==> config.mk <==
export PLATFORM = sky130hd
export DESIGN_NAME = adxl_spi_responder
export DESIGN_NICKNAME = d
export VERILOG_FILES = /design/src/rtl/adxl_spi_responder.sv
export SDC_FILE = /design/constraint.sdc
export NUM_CORES = 2
export LEC_CHECK = 0
export ABC_AREA = 1
export CAP_MARGIN = 10
export CORE_UTILIZATION = 35
export DETAILED_ROUTE_END_ITERATION = 12
export PLACE_DENSITY = 0.55
export RECOVER_POWER = 100
export SKIP_CTS_REPAIR_TIMING = 1
export SLEW_MARGIN = 20
export SYNTH_ARGS = -nofsm -noshare
export SYNTH_HDL_FRONTEND = slang
export SYNTH_SLANG_ARGS = --single-unit
==> constraint.sdc <==
create_clock -name clk -period 3.45 [get_ports clk]
set_clock_uncertainty 0.05 [all_clocks]
set_input_delay 0.69 -clock clk [delete_from_list [all_inputs] [get_ports clk]]
set_output_delay 0.69 -clock clk [all_outputs]
set_load 0.02 [all_outputs]
==> src/rtl/adxl_spi_responder.sv <==
// ADXL362-style SPI mode-0 responder: serves a byte register file to an SPI master, with a host write port.
// Optional feature macro: ADXL_SPI_RESP_AUTOINC_EN (burst address auto-increment with wrap).
module adxl_spi_responder #(
  parameter int unsigned ADDR_W = 6,
  parameter logic [7:0]  CMD_WR = 8'h0A,
  parameter logic [7:0]  CMD_RD = 8'h0B
) (
  input  logic              clk,
  input  logic              rst,
  input  logic              sclk,
  input  logic              cs_n,
  input  logic              mosi,
  output logic              miso,
  output logic              miso_oe,
  input  logic              host_we,
  input  logic [ADDR_W-1:0] host_addr,
  input  logic [7:0]        host_wdata,
  output logic              wr_strobe,
  output logic [ADDR_W-1:0] wr_addr,
  output logic [7:0]        wr_data,
  output logic              cmd_err,
  output logic              busy
);

  localparam int unsigned DEPTH = 2**ADDR_W;

  localparam logic [2:0] S_IDLE   = 3'd0;
  localparam logic [2:0] S_CMD    = 3'd1;
  localparam logic [2:0] S_ADDR   = 3'd2;
  localparam logic [2:0] S_WDATA  = 3'd3;
  localparam logic [2:0] S_RDATA  = 3'd4;
  localparam logic [2:0] S_IGNORE = 3'd5;

  localparam logic [ADDR_W-1:0] A_DEVID_AD = ADDR_W'(0);
  localparam logic [ADDR_W-1:0] A_DEVID_MST = ADDR_W'(1);
  localparam logic [ADDR_W-1:0] A_PARTID = ADDR_W'(2);

  logic [2:0]        state, state_nx;
  logic              sclk_s1, sclk_s2, sclk_d;
  logic              cs_s1, cs_s2, cs_d;
  logic              mosi_s1, mosi_s2;
  logic [2:0]        bit_cnt;
  logic [6:0]        rx_sh;
  logic [7:0]        tx_sh;
  logic [ADDR_W-1:0] addr, addr_nx;
  logic              rd_mode;
  logic [7:0]        regs [DEPTH];

  logic              sclk_rise_c, sclk_fall_c, cs_fall_c, cs_rise_c;
  logic              byte_done_c, cmd_ok_c, load_c, commit_c;
  logic [7:0]        byte_c;

  // Pin synchronisers; cs_n resets to its idle level so reset release cannot fake a select.
  always_ff @(posedge clk) begin
    if (rst) begin
      sclk_s1 <= 1'b0;
      sclk_s2 <= 1'b0;
      sclk_d  <= 1'b0;
      cs_s1   <= 1'b1;
      cs_s2   <= 1'b1;
      cs_d    <= 1'b1;
      mosi_s1 <= 1'b0;
      mosi_s2 <= 1'b0;
    end else begin
      sclk_s1 <= sclk;
      sclk_s2 <= sclk_s1;
      sclk_d  <= sclk_s2;
      cs_s1   <= cs_n;
      cs_s2   <= cs_s1;
      cs_d    <= cs_s2;
      mosi_s1 <= mosi;
      mosi_s2 <= mosi_s1;
    end
  end

  // sclk events only count while selected, which also gives cs_n rise priority.
  assign sclk_rise_c = sclk_s2 & ~sclk_d & ~cs_s2;
  assign sclk_fall_c = ~sclk_s2 & sclk_d & ~cs_s2;
  assign cs_fall_c   = ~cs_s2 & cs_d;
  assign cs_rise_c   = cs_s2 & ~cs_d;

  assign byte_c      = {rx_sh, mosi_s2};
  assign byte_done_c = sclk_rise_c & ~cs_fall_c & (bit_cnt == 3'd7);
  assign cmd_ok_c    = (byte_c == CMD_WR) || (byte_c == CMD_RD);
  assign load_c      = byte_done_c & (((state == S_ADDR) & rd_mode) | (state == S_RDATA));
  assign commit_c    = byte_done_c & (state == S_WDATA);

  // Bit counter and receive shifter.
  always_ff @(posedge clk) begin
    if (rst) begin
      bit_cnt <= 3'd0;
      rx_sh   <= 7'd0;
    end else if (cs_fall_c || cs_rise_c) begin
      bit_cnt <= 3'd0;
    end else if (sclk_rise_c) begin
      bit_cnt <= bit_cnt + 3'd1;
      rx_sh   <= byte_c[6:0];
    end
  end

  always_ff @(posedge clk) begin
    if (rst) state <= S_IDLE;
    else     state <= state_nx;
  end

  always_comb begin
    state_nx = state;
    case (state)
      S_IDLE:  if (cs_fall_c) state_nx = S_CMD;
      S_CMD:   if (byte_done_c) state_nx = cmd_ok_c ? S_ADDR : S_IGNORE;
      S_ADDR:  if (byte_done_c) state_nx = rd_mode ? S_RDATA : S_WDATA;
      S_WDATA, S_RDATA, S_IGNORE: state_nx = state;
      default: state_nx = S_IDLE;
    endcase
    if (cs_rise_c) state_nx = S_IDLE;
  end

  // Address for the next data byte; also the read-ahead address for the tx load.
  always_comb begin
    addr_nx = addr;
    if (byte_done_c && state == S_ADDR) begin
      addr_nx = byte_c[ADDR_W-1:0];
    end else if (byte_done_c && (state == S_WDATA || state == S_RDATA)) begin
`ifdef ADXL_SPI_RESP_AUTOINC_EN
      addr_nx = addr + 1'b1;
`else
      addr_nx = addr;
`endif
    end
  end

  // Datapath and registered outputs.
  always_ff @(posedge clk) begin
    if (rst) begin
      addr      <= '0;
      rd_mode   <= 1'b0;
      tx_sh     <= 8'h00;
      miso      <= 1'b0;
      miso_oe   <= 1'b0;
      busy      <= 1'b0;
      cmd_err   <= 1'b0;
      wr_strobe <= 1'b0;
      wr_addr   <= '0;
      wr_data   <= 8'h00;
    end else begin
      addr    <= addr_nx;
      miso_oe <= ~cs_s2;
      busy    <= (state_nx != S_IDLE);
      cmd_err <= (state == S_CMD) & byte_done_c & ~cmd_ok_c;
      if (state == S_CMD && byte_done_c) rd_mode <= (byte_c == CMD_RD);

      if (load_c) begin
        tx_sh <= regs[addr_nx];
      end else if (sclk_fall_c && state == S_RDATA) begin
        tx_sh <= {tx_sh[6:0], 1'b0};
      end

      if (state_nx != S_RDATA) begin
        miso <= 1'b0;
      end else if (sclk_fall_c && state == S_RDATA) begin
        miso <= tx_sh[7];
      end

      wr_strobe <= commit_c && (addr > A_PARTID);
      if (commit_c && (addr > A_PARTID)) begin
        wr_addr <= addr;
        wr_data <= byte_c;
      end
    end
  end

  // Register file; the later host write overrides a same-cycle SPI commit.
  always_ff @(posedge clk) begin
    if (rst) begin
      for (int unsigned i = 0; i < DEPTH; i++) regs[ADDR_W'(i)] <= 8'h00;
      regs[A_DEVID_AD]  <= 8'hAD;
      regs[A_DEVID_MST] <= 8'h1D;
      regs[A_PARTID]    <= 8'hF2;
    end else begin
      if (commit_c && (addr > A_PARTID)) regs[addr] <= byte_c;
      if (host_we) regs[host_addr] <= host_wdata;
    end
  end

endmodule

Yosys cells after proc, flatten, opt, wreduce, memory -nomap -nowiden
Memory sizes are Yosys's and may differ from the RTL's.
Cells that the tools add are included.
Storage, ports and cells
  memory bits (writable): 512
  input port bits: 20
  memories kept: 1
  register bits: 55
Operators by class
  order comparisons: 1
  multiplexer cells: 27
  reduce and logical (&&, ||, !) cells: 15
  equal/unequal tests: 9
  bitwise logic cells: 24
  $add $sub $neg: 1
Memory list
  regs: words 64, width 8, read ports 1, clocked after Yosys merged registers in 0, write ports 64, line 47  | logic [7:0] regs [DEPTH];
Operators with widths (count)
  8-bit two-way mux: 7
  3-bit two-way mux: 6
  6-bit two-way mux: 3
  8-bit by 4-bit equality test with 1-bit output (second input constant): 2
  8-bit OR reduction: 2
  1-bit bitwise AND: 13
  3-bit case mux with 4 select lines: 1
  1-bit two-way mux: 10
  3-bit equality test (second input constant): 3
  1-bit NOT: 7
  3-bit by 2-bit equality test with 1-bit output (second input constant): 2
  6-bit by 2-bit > comparator with 1-bit output (second input constant): 1
  1-bit logical AND: 4
  1-bit OR: 4
  2-bit OR reduction: 2
  3-bit by 1-bit adder with 3-bit output (second input constant): 1
  3-bit by 1-bit equality test with 1-bit output (second input constant): 1
  3-bit zero test: 1
  3-bit inequality test (second input constant): 1
  3-bit nonzero test: 1
  3-bit OR reduction: 1
  1-bit logical OR: 2
  2-bit AND reduction: 1
  2-bit nonzero test: 1

Logic depth before layout (Yosys ltp)
  depth in word-level cells: 12
  depth in mapped cells: 20

Least setup slack after synthesis
Ideal clock, no wire load.
  kind: flip-flop to flip-flop
  from: register cs_s2
  to: memory regs[11][0], enable pin
  period minus slack after synthesis: 2801 ps
  setup time: 376 ps
  data arrival time: 2374 ps
  stages on the path, launching flop included: 15
  required time: 3024 ps
  slack: 649 ps
  buffers on the path: 1
  cell sequence: dfxtp_1 -> inv_2 -> ha_1 -> inv_1 -> nand2_1 -> nor2_8 -> inv_1 -> nor2_1 -> nand2_2 -> nor2_2 -> inv_1 -> nor3_1 -> inv_2 -> buf_4 -> o211ai_1
RTL lines
  from (decl): line 40  | logic cs_s1, cs_s2, cs_d;
  from (signal assigned): line 69  | cs_s2 <= cs_s1;
  to (decl): line 47

==> reports/results.tsv <==
stage	metric	value	unit
yosys	async_flop_share	0	
clock_tree	clkSlewWorstSetupHoldPaths	60	ps
run_status	status	finished with violations	
clock_tree	cts_sinks	567	
routing	drc	0	
critical_path	crit_slowest_cell	clkbuf_2	
yosys	ys.flop_type	edfxtp_1	
job	maxCapViolCount	1	
layout	insertedDiodeCount	0	
min_path	min_path_type	flop to flop	
routing	dr.pass1.iters	7	
floorplan	pin_count	39	
yosys	synthesis.area	0.0307	mm2
floorplan	die_h	298	um
global_route	grt_max_degree	71	
sta	tightest_slew	2110	ps
placement	portBuffers	38	
global_route	globalRouteTotalUtil	0.243	
pwr	p_per_area	453	mW/mm2
floorplan	die-area	0.0888	mm2
critical_path	cp-start-kind	input port	
run_status	violations	capacitance limit, slew limit	
critical_path	worstSetupStartpoint	rst	
routing	drt-wirelength-per-cell	23.3	um
sta	rsz0062_at_grt	true	
clock_tree	cts_buffers	68	
layout	fin_nets	3539	
critical_path	critPathRequiredTime	3540	ps
pwr	ir_drop	287	uV
yosys	synth_area_per_cell	8.73	um2
sta	final-setup-viol-count	0	
layout	syn2layout_area_growth	14.3	%
routing	wl	110000	um
routing	drt_iter0_markers	2985	
layout	final_area	0.0351	mm2
critical_path	path_delay_family	buffers and inverters	
sta	finalCritPeriodShare	0.997	
critical_path	cp_cell_sequence	buf_2 > inv_1 > clkbuf_2 > o211ai_1	
sta	finalHoldViolations	0	
critical_path	path_buf_inv	3	
floorplan	core	0.0868	mm2
yosys	yosysSeqAreaShare	0.537	
sta	timing.final.ws_setup	9.87	ps
sta	relSlewSlack	-0.405	
critical_path	end_kind	flop	
placement	pre_cts_slack	166	ps
critical_path	crit_type	input port to flop	
layout	drive_gt1_frac	0.108	
routing	vias	26584	
clock_tree	htree_levels	3	
yosys	syn_nets	3538	
pwr	p_leak	0.0126	uW
sta	post-route-min-period	3440	ps
placement	dp_hpwl	66500	um
critical_path	path_max_fanout	70	
yosys	synth_cell_types	40	
min_path	hold_start	mosi_s1$_SDFF_PP0_	
sta	fmax	0.291	GHz
floorplan	die_w	298	um
clock_tree	root_buffer	clkbuf_16	
critical_path	cp.arrival	3530	ps
global_route	grt_overflow	0	
clock_tree	clock_path_buffers	3	
global_route	grt_antenna_before_repair	0	
placement	gp_congestion	0.892	
yosys	yosys_warnings	0	
yosys	synth-seq-cells	567	
floorplan	rows	108	
critical_path	rr_startpoint	cs_s2$_SDFF_PP1_	
yosys	synth_edf_count	512	
critical_path	critPathMaxStageDelay	1540	ps
clock_tree	clk_latency	610	ps
global_route	grt_pass1_vias	24797	
sta	drv_slew	71	
routing	ant_nets	0	
placement	dpl_cell_area	0.0330	mm2
floorplan	initial_core_util	0.354	
clock_tree	cts_tree	built	
routing	drt-vias-per-instance	5.63	
global_route	grt_pass1_wl	162000	um
yosys	syn_inst	3514	
-- worst paths after layout --
kind                           endpoint  slack (ps)  depth (start not counted)
setup / recovery  regs[33][3]$_DFFE_PP_          10                          4
hold / removal       mosi_s2$_SDFF_PP0_         350                          2
setup reg to reg  tx_sh[0]$_SDFFE_PP0P_         150                         13
hold reg to reg      mosi_s2$_SDFF_PP0_         350                          2
-- worst register-to-register path: cells and delay by family, from the launching register on --
| kind | cells | cell delay, ps |
|---|---|---|
| compound gates | 2 | 390 |
| fa+ha+maj | 1 | 200 |
| buf+inv | 4 | 1030 |
| flops | 1 | 420 |
| simple gates | 6 | 1080 |
-- kinds of logic (layout without fill, tap and decap cells) --
| logic type | count (synthesis) | in the layout | synth area share |
|---|---|---|---|
| adders and majority gates | 4 | 4 | 0.00163 |
| muxes | 5 | 5 | 0.00163 |
| DFF | 567 | 567 | 0.537 |
| and+or+nand+nor | 1718 | 1718 | 0.249 |
| buffers and inverters | 514 | 567 | 0.0720 |
| AOI/OAI and AO/OA | 706 | 706 | 0.138 |
-- placed cells by master, fill, tap and decap left out, drive strengths merged, types with 3 or more instances in the layout --
cell type      count
clkinv            21
edfxtp           512
nand4              7
a21oi             30
nor3              16
o21ai            467
dfxtp             55
mux2i              5
bufinv             5
dlygate4sd3       20
inv              216
clkdlybuf4s50     17
nor2             135
nand2            808
ha                 4
nand3            745
or2                3
o22ai             64
buf              172
o211ai           142
nor4               4
clkbuf           116
-- report_power, final --
part | internal [uW] | leakage [uW] | total [uW] | switching, uW
clock network | 4270 | 0.00106 | 7200 | 2930
registers | 7790 | 0.00535 | 7900 | 113
logic | 205 | 0.00614 | 810 | 605
-- through the flow --
step	util	hold slack, ps	TNS (ps)	std cells	total power [uW]
6_report	0.404	349	0	4722	15900
5_1_grt	0.404	370	-397	4722	16300
4_1_cts	0.405	354	0	4717	16000
3_5_place_dp	0.380	346	0	4595	8840
3_3_place_gp	0.380	341	0	4595	8830
2_1_floorplan	-	338	0	3514	8450
-- sequential cells by signal, summed over array words and instances (netlist names), 3 cells and up --
name	flops
wr_addr	6
rx_sh	7
bit_cnt	3
regs	512
addr	6
state	3
wr_data	8
tx_sh	8
-- Yosys cell counts, drive strengths merged, types with 5 or more instances --
master | count | area, um2
nand3 | 745 | 3750
a21oi | 30 | 150
clkbuf | 183 | 687
mux2i | 5 | 50.1
nand2 | 808 | 3060
o22ai | 64 | 400
inv | 206 | 773
buf | 114 | 707
nand4 | 7 | 58.8
clkinv | 11 | 41.3
nor2 | 135 | 631
o21ai | 467 | 2360
o211ai | 142 | 1320
edfxtp | 512 | 15400
nor3 | 16 | 85.1
dfxtp | 55 | 1100
-- layer usage --
| metal | vias to the layer above | track usage | share of wire |
|---|---|---|---|
| li1 | 12385 | - | - |
| met1 | 12685 | 0.326 | 0.42 |
| met2 | 1262 | 0.394 | 0.46 |
| met3 | 252 | 0.0332 | 0.082 |
| met4 | 0 | 0.101 | 0.041 |
| met5 | - | 0 | 0 |
-- cell type report --
cell class / count / area [um2]
fill: 8714 / 51700
timing repair buffer: 228 / 2120
inverter: 217 / 815
clock inverter: 25 / 234
clock buffer: 97 / 1940
tap: 1155 / 1450
sequential: 567 / 16500
multi-input combinational: 2433 / 12000
Note: power is estimated with default switching activity, not from simulation.
